$ cat src/rtl/key_pulse_if.sv
// Key-conditioning bus: raw key level in, count-enable strobe and debounced level out.
interface key_pulse_if;
    logic key_in;
    logic pulse_out;
    logic pressed;

    modport master (output key_in, input pulse_out, input pressed);
    modport slave  (input key_in, output pulse_out, output pressed);
endinterface

$ cat src/rtl/key_pulse.sv
// Synchronises, debounces and edge-detects a raw key into a single-cycle count-enable
// pulse, with optional auto-repeat while held, plus the debounced key level.
module key_pulse #(
    parameter int DEBOUNCE_CYCLES = 16,
    parameter bit REPEAT_EN       = 1'b1,
    parameter int REPEAT_DELAY    = 64,
    parameter int REPEAT_PERIOD   = 16,
    parameter int CNT_W           = 8
) (
    input  logic        clk,
    input  logic        reset,
    key_pulse_if.slave  bus,
    output logic [1:0]  state_dbg
);
    // pulse_out is a one-cycle strobe with no ready/backpressure: the consumer must
    // accept it in the cycle it is high.
    typedef enum logic [1:0] {
        IDLE      = 2'd0,
        PRESS_CHK = 2'd1,
        HELD      = 2'd2,
        REL_CHK   = 2'd3
    } state_t;

    localparam logic [CNT_W-1:0] DEB_LAST    = CNT_W'(DEBOUNCE_CYCLES - 1);
    localparam logic [CNT_W-1:0] DELAY_LAST  = CNT_W'(REPEAT_DELAY - 1);
    localparam logic [CNT_W-1:0] PERIOD_LAST = CNT_W'(REPEAT_PERIOD - 1);

    state_t           state;
    logic             sync1;
    logic             sync2;
    logic             key_s;
    logic [CNT_W-1:0] deb_cnt;
    logic [CNT_W-1:0] rpt_cnt;
    logic [CNT_W-1:0] rpt_last;
    logic             first_rep;
    logic             pulse_r;
    logic             pressed_r;

    assign key_s         = sync2;
    // The first repeat waits the long delay; later ones use the shorter period.
    assign rpt_last      = first_rep ? DELAY_LAST : PERIOD_LAST;
    assign bus.pulse_out = pulse_r;
    assign bus.pressed   = pressed_r;
    assign state_dbg     = state;

    always_ff @(posedge clk) begin
        if (reset) begin
            sync1     <= 1'b0;
            sync2     <= 1'b0;
            state     <= IDLE;
            deb_cnt   <= '0;
            rpt_cnt   <= '0;
            pulse_r   <= 1'b0;
            pressed_r <= 1'b0;
            first_rep <= 1'b1;
        end else begin
            sync1   <= bus.key_in;
            sync2   <= sync1;
            pulse_r <= 1'b0;
            case (state)
                IDLE: begin
                    if (key_s) begin
                        state   <= PRESS_CHK;
                        deb_cnt <= '0;
                    end
                end
                PRESS_CHK: begin
                    if (!key_s) begin
                        state <= IDLE;
                    end else if (deb_cnt == DEB_LAST) begin
                        state     <= HELD;
                        pulse_r   <= 1'b1;
                        pressed_r <= 1'b1;
                        rpt_cnt   <= '0;
                        first_rep <= 1'b1;
                    end else begin
                        deb_cnt <= deb_cnt + 1'b1;
                    end
                end
                HELD: begin
                    if (!key_s) begin
                        state   <= REL_CHK;
                        deb_cnt <= '0;
                    end else if (REPEAT_EN) begin
                        if (rpt_cnt == rpt_last) begin
                            pulse_r   <= 1'b1;
                            rpt_cnt   <= '0;
                            first_rep <= 1'b0;
                        end else begin
                            rpt_cnt <= rpt_cnt + 1'b1;
                        end
                    end else begin
                        rpt_cnt <= '0;
                    end
                end
                REL_CHK: begin
                    // A release bounce resumes the hold and restarts the repeat delay.
                    if (key_s) begin
                        state     <= HELD;
                        rpt_cnt   <= '0;
                        first_rep <= 1'b1;
                    end else if (deb_cnt == DEB_LAST) begin
                        state     <= IDLE;
                        pressed_r <= 1'b0;
                    end else begin
                        deb_cnt <= deb_cnt + 1'b1;
                    end
                end
                default: state <= IDLE;
            endcase
        end
    end
endmodule

$ cat src/flat_wrapper.sv
// flat-port wrapper written by rule: the top's interface ports become plain ports
module key_pulse_flat 
#(
    parameter int DEBOUNCE_CYCLES = 16,
    parameter bit REPEAT_EN       = 1'b1,
    parameter int REPEAT_DELAY    = 64,
    parameter int REPEAT_PERIOD   = 16,
    parameter int CNT_W           = 8
)
  (clk, reset, state_dbg, bus_key_in, bus_pulse_out, bus_pressed);
  key_pulse_if bus_i ();
  input  logic clk;
  input  logic reset;
  output logic [1:0] state_dbg;
  input wire logic [$bits(bus_i.key_in)-1:0] bus_key_in;
  output wire logic [$bits(bus_i.pulse_out)-1:0] bus_pulse_out;
  output wire logic [$bits(bus_i.pressed)-1:0] bus_pressed;
  assign bus_i.key_in = bus_key_in;
  assign bus_pulse_out = bus_i.pulse_out;
  assign bus_pressed = bus_i.pressed;
  key_pulse #(.DEBOUNCE_CYCLES(DEBOUNCE_CYCLES), .REPEAT_EN(REPEAT_EN), .REPEAT_DELAY(REPEAT_DELAY), .REPEAT_PERIOD(REPEAT_PERIOD), .CNT_W(CNT_W)) u_core (.clk(clk), .reset(reset), .bus(bus_i), .state_dbg(state_dbg));
endmodule
$ cat config.mk
export PLATFORM = sky130hd
export DESIGN_NAME = key_pulse_flat
export DESIGN_NICKNAME = d
export VERILOG_FILES = /design/src/rtl/key_pulse_if.sv /design/src/rtl/key_pulse.sv /design/src/flat_wrapper.sv
export SDC_FILE = /design/constraint.sdc
export NUM_CORES = 1
export LEC_CHECK = 0
export CAP_MARGIN = 25
export CORE_MARGIN = 2
export CORE_UTILIZATION = 30
export CTS_BUF_LIST = sky130_fd_sc_hd__clkbuf_4
export CTS_CLUSTER_DIAMETER = 120
export DETAILED_ROUTE_END_ITERATION = 16
export PLACE_DENSITY = 0.43
export SYNTH_ARGS = -nofsm -noshare
export SYNTH_HDL_FRONTEND = slang
export SYNTH_SLANG_ARGS = --single-unit
export TNS_END_PERCENT = 100
$ cat constraint.sdc
create_clock -name clk -period 2.4 [get_ports clk]
set_input_delay 0.48 -clock clk [delete_from_list [all_inputs] [get_ports clk]]
set_output_delay 0.48 -clock clk [all_outputs]
set_load 0.005 [all_outputs]
==> reports/metrics.csv, run 1 <==
metric,value,unit
status,finished clean,
CTS root buf,clkbuf_4,
worst skew pair latency,310,ps
Yosys cell types,41,
CP arrival,2360,ps
CTS H-tree lvls,1,
die area,0.00511,sq mm
Max Slew Vio Count,0,
Total GRT Usage,0.136,
Yosys top cell by area,dfxtp_1,
vias in the first global route,1182,
clock-pin slew on the worst setup and hold paths,140,ps
"flops & latches, synth",23,
post-detail-place hpwl,2370,microns
largest net degree at the start of global routing,17,
Netlist Area Pre-Place,0.00137,sq mm
Worst path most repeated cell,a211o_1,
RSZ-0062 raised after global routing,false,
Setup WS post-layout,261,ps
Syn Nets,172,
total wire length,3330,microns
register area share after synthesis,0.337,
I/O Pins,7,
Final nets,179,
layout cells sized above 1,0.0947,
GRT overflow,0,
Post-Syn Area per Cell,8.39,sq um
Yosys warnings,0,
Port Buffer Count,6,
Inserted Diodes,0,
"slowest stage cell, crit path",dfxtp_1,
Die X,71.5,microns
crit path capture type,flip-flop,
post-route antenna net violation count,0,
post-synth top area share,0.337,
TritonCTS Buffers,3,
# hold bufs at CTS,0,
First-pass DRT Iterations,4,
list of most frequent post-synthesis cells,"dfxtp_1, nand2_1, clkbuf_1, nand3_1, o21ai_0",
Max stage delay on crit path,450,ps
Final Skew,9.60,ps
DR vias,1276,
Die Y,71.5,microns
post-route setup TNS,0,ps
standard-cell rows,24,
CP Buf/Inv Count,1,
Resized cells post-CTS,0,
"worst slack, placed",298,ps
Pleak,0.526,nW
CP Launch Type,flip-flop,
crit share post-route,0.891,
Slew headroom,0.756,
maximum vdd drop,233,uV
Max Cap Violations,0,
CTS tree,yes,
Mapped Cells,163,
first-pass GRT wire length,5650,microns
"EDFF count, synth",0,
ys async rst share,0,
synth top area cells,"dfxtp_1, ha_1, a2111o_1",
vias per inst,5.77,
worst-case clock buffer depth,2,
Final Critical Period,2140,ps
Final setup viols,0,
Max Clk Rate,468,MHz
setup bufs post-CTS,0,
cell-by-cell trace of the critical path,inv_1 -> ha_1 -> o21ba_2 -> o22a_1 -> a211o_1 -> a211o_1,
Initial Util,0.312,
drt first-iter violations,58,
Fin Hold WS,453,ps
Crit Path Class,flip-flop to flip-flop,
routed len/inst,15.0,microns
"Max FO, Critical Path",11,
worst min path class,flip-flop to flip-flop,
Worst Tran Pin Value,367,ps
number of failing hold endpoints at the final stage,0,
Crit path max-delay family,compound AO/OA/AOI/OAI gates,
initial antenna violation count,0,
area delta synth->final,11.5,%
clk sink count,23,
routability cong.,0.766,
top-count cell post-synth,dfxtp_1,
CP required,2620,ps
core footprint,0.00438,sq mm
Power Density,642,mW/mm^2
DRC Markers,0,
Synth Flop Type,dfxtp_1,
## cell families after synthesis
kind of cell | Yosys count | share of synthesized area
AND/OR/NAND/NOR | 62 | 0.247
AO/OA/AOI/OAI | 50 | 0.274
flip-flops | 23 | 0.337
buffers and inverters | 19 | 0.0640
adder cells (fa/ha/maj) | 6 | 0.0549
multiplexers | 3 | 0.0229
## power by group
group	internal [W]	leakage (nW)	switching, W	total (W)
clock network	0.0000760	0.0184	0.000122	0.000198
logic	0.000141	0.322	0.000216	0.000357
registers	0.000401	0.186	0.0000234	0.000424
## cells in the final DEF, fill, tap and decap left out, drive strengths merged, types with 2 or more instances in the layout
cell type,instances
a211o,3
buf,9
o22ai,2
dfxtp,23
mux2i,2
or4,2
nand2,14
o31ai,2
nand3,10
ha,6
nand4b,3
a2111o,6
o21ai,9
nor3,3
a21o,2
inv,6
o211ai,7
a21oi,6
and3,3
o2111ai,5
clkdlybuf4s50,6
nor2,8
nand4,5
or3,4
nor2b,4
nor3b,2
clkbuf,4
## metrics by stage
| stage | area (sq um) | util | cells | total power (W) |
|---|---|---|---|---|
| floorplan | 1370 | - | 163 | 0.000676 |
| global placement | 1500 | 0.341 | 217 | 0.000784 |
| detailed placement | 1500 | 0.341 | 217 | 0.000792 |
| CTS | 1530 | 0.348 | 221 | 0.000993 |
| global route | 1530 | 0.348 | 221 | 0.00105 |
| finish | 1530 | 0.348 | 221 | 0.000980 |
## layout make-up
cell class                 instances  area, sq um
fill                             477         2860
multi-input combinational        121          820
sequential                        23          460
timing repair buffer              15          128
tap                               52         65.1
clock buffer                       4         30.0
inverter                           6         22.5
## flip-flops by register name (all words and copies together) (netlist names), named ones only
name and count:
u_core.state_dbg 1, u_core.bus.pulse_out 1, u_core.sync1 1, u_core.key_s 1, u_core.bus.pressed 1, u_core.deb_cnt 8, u_core.rpt_cnt 8, u_core.first_rep 1
## worst paths after layout
| check | startpoint | endpoint | slack [ps] | cells past startpoint |
|---|---|---|---|---|
| hold / removal | u_core.sync1 | u_core.key_s | 450 | 1 |
| setup reg to reg | u_core.state_dbg[0] | u_core.first_rep | 260 | 6 |
| setup / recovery | u_core.state_dbg[0] | u_core.first_rep | 260 | 6 |
| hold reg to reg | u_core.sync1 | u_core.key_s | 450 | 1 |
## per-layer routing
metal / vias to the layer above / share of wire / global-route usage
met5: - / 0 / 0
met1: 613 / 0.50 / 0.190
met2: 27 / 0.47 / 0.219
met4: 0 / 0.0063 / 0.0314
li1: 634 / - / -
met3: 2 / 0.030 / 0.0211
## worst reg2reg max path: cells and delay by family, from the launching register on
| family | cells | cell delay (ps) |
|---|---|---|
| buffers and inverters | 1 | 110 |
| DFF | 1 | 450 |
| adders and majority gates | 1 | 310 |
| AOI/OAI and AO/OA | 4 | 1180 |
No activity file was read; power rests on OpenSTA's default activity.
==> run 2: changes to the inputs <==
- CORE_ASPECT_RATIO: unset -> 0.7
==> reports/metrics.csv, run 2 (synthesis results as in run 1) <==
metric,value,unit,change
maximum vdd drop,234,uV,+0.52%
post-route antenna net violation count,0,,unchanged
Inserted Diodes,0,,unchanged
Final setup viols,0,,unchanged
CTS root buf,clkbuf_4,,
post-route setup TNS,0,ps,unchanged
Final Skew,7.17,ps,-2.43 ps
RSZ-0062 raised after global routing,false,,
worst r2r dst,u_core.deb_cnt[6],,
CP arrival,2300,ps,-60 ps
DR vias,1269,,-0.55%
routability cong.,0.764,,-0.29%
total wire length,3410,microns,+2.6%
Port Buffer Count,6,,unchanged
TritonCTS Buffers,3,,unchanged
Crit Path Class,flip-flop to flip-flop,,
Placed Area,0.00149,sq mm,-0.25%
core footprint,0.00435,sq mm,-0.68%
reg2reg start,u_core.state_dbg[0],,
Worst Hold Path EP,u_core.key_s,,
Power Density,644,mW/mm^2,+0.19%
setup bufs post-CTS,0,,unchanged
Reg area,460,sq um,unchanged
GRT overflow,0,,unchanged
Fillers,442,,-7.3%
worst min path class,flip-flop to flip-flop,,
worst-case clock buffer depth,2,,unchanged
status,finished clean,,
Final Critical Period,2070,ps,-65.8 ps
biggest regs,"u_core.deb_cnt x8, u_core.rpt_cnt x8",,
finished layout cell area,0.00152,sq mm,-0.25%
post-detail-place hpwl,2420,microns,+2.1%
vias per inst,5.69,,-1.4%
footprint of the multi-input gates,820,sq um,unchanged
Total GRT Usage,0.145,,+0.00964
routed len/inst,15.3,microns,+1.7%
Setup WS post-layout,327,ps,+65.8 ps
"slowest stage cell, crit path",dfxtp_1,,
Resized cells post-CTS,0,,unchanged
initial antenna violation count,0,,unchanged
placed cells,219,,+0.92%
worst skew pair latency,320,ps,about the same
number of failing hold endpoints at the final stage,0,,unchanged
DRC Markers,0,,unchanged
first-pass GRT wire length,5780,microns,+2.3%
hold path depth,1,,unchanged
area delta synth->final,11.3,%,
Max stage delay on crit path,450,ps,about the same
"worst slack, placed",338,ps,+39.9 ps
Post-Layout Cell Count,223,,+0.90%
Die Y,60.5,microns,-15%
clk sink count,23,,unchanged
CP required,2630,ps,about the same
drt first-iter violations,84,,+45%
Max Clk Rate,482,MHz,+3.2%
layout cells sized above 1,0.0893,,-0.00539
Pleak,0.522,nW,-0.70%
final core occ,0.349,,+0.00154
# hold bufs at CTS,0,,unchanged
CTS tree,yes,,
Slew headroom,0.668,,-0.0874
"most common cell after layout, fill and taps aside",dfxtp_1,,
clock-pin slew on the worst setup and hold paths,130,ps,about the same
"Max FO, Critical Path",15,,+4
Worst Tran Pin Value,498,ps,+131 ps
Hold Path Origin,u_core.sync1,,
largest net degree at the start of global routing,16,,-1
R2R cell count,6,,unchanged
standard-cell rows,20,,-17%
Max Cap Violations,0,,unchanged
crit share post-route,0.864,,-0.0274
Max Slew Vio Count,0,,unchanged
most frequent cells in the layout,"dfxtp_1, nand2_1, nand3_1",,
Final nets,178,,-0.56%
die area,0.00512,sq mm,+0.18%
Worst R2R Setup Slack,330,ps,+70 ps
vias in the first global route,1208,,+2.2%
CP Launch Type,flip-flop,,
crit path capture type,flip-flop,,
CTS H-tree lvls,1,,unchanged
cell-by-cell trace of the critical path,inv_1 -> ha_1 -> mux2i_1 -> nand2_1 -> and3_1 -> mux2_1,,
Initial Util,0.314,,+0.00215
First-pass DRT Iterations,4,,unchanged
Die X,84.7,microns,+18%
I/O Pins,7,,unchanged
==> run 2: cell count changes in the layout (fill, tap and decap cells not counted), sizes merged <==
| cell | delta |
|---|---|
| buf | -1 |
==> run 2: layer usage <==
layer	routed length (microns)	vias to the layer above	global-route usage
li1	-	635	-
met2	1410	32	0.213
met5	0	-	0
met4	45	0	0.0590
met1	1820	598	0.202
met3	145	4	0.0435
==> run 2: how the worst max path moves through the flow <==
stage                         from                 to  cells after the start
6_report       u_core.state_dbg[0]  u_core.deb_cnt[6]                      6
5_1_grt        u_core.state_dbg[0]  u_core.deb_cnt[6]                      6
4_1_cts        u_core.state_dbg[0]  u_core.deb_cnt[6]                      6
3_5_place_dp   u_core.state_dbg[0]  u_core.deb_cnt[6]                      6
3_3_place_gp   u_core.state_dbg[0]  u_core.deb_cnt[6]                      6
2_1_floorplan  u_core.state_dbg[0]   u_core.first_rep                      8
==> run 2: layout make-up <==
| type | instances | area share |
|---|---|---|
| Sequential cell | 23 | 0.303 |
| Timing Repair Buffer | 14 | 0.0789 |
| Inverter | 6 | 0.0148 |
| Tap cell | 55 | 0.0452 |
| Clock buffer | 4 | 0.0197 |
| Multi-Input combinational cell | 121 | 0.539 |
==> run 2: through the flow <==
step | power [W] | hold slack [ps]
floorplan | 0.000676 | 414
global placement | 0.000784 | 437
detailed placement | 0.000785 | 430
CTS | 0.000990 | 469
global route | 0.00105 | 481
finish | 0.000979 | 466
==> run 2: critical path, delay by kind of cell (launching register included) <==
| family | cells | cell delay [ps] |
|---|---|---|
| simple gates | 2 | 650 |
| mux | 2 | 460 |
| flops | 1 | 450 |
| fa+ha+maj | 1 | 290 |
| buf+inv | 1 | 130 |
==> run 2: power breakdown <==
part	internal (W)	total (W)	switching [W]
registers	0.000401	0.000425	0.0000237
clock network	0.0000765	0.000201	0.000125
logic	0.000134	0.000354	0.000220
total	0.000611	0.000979	0.000368
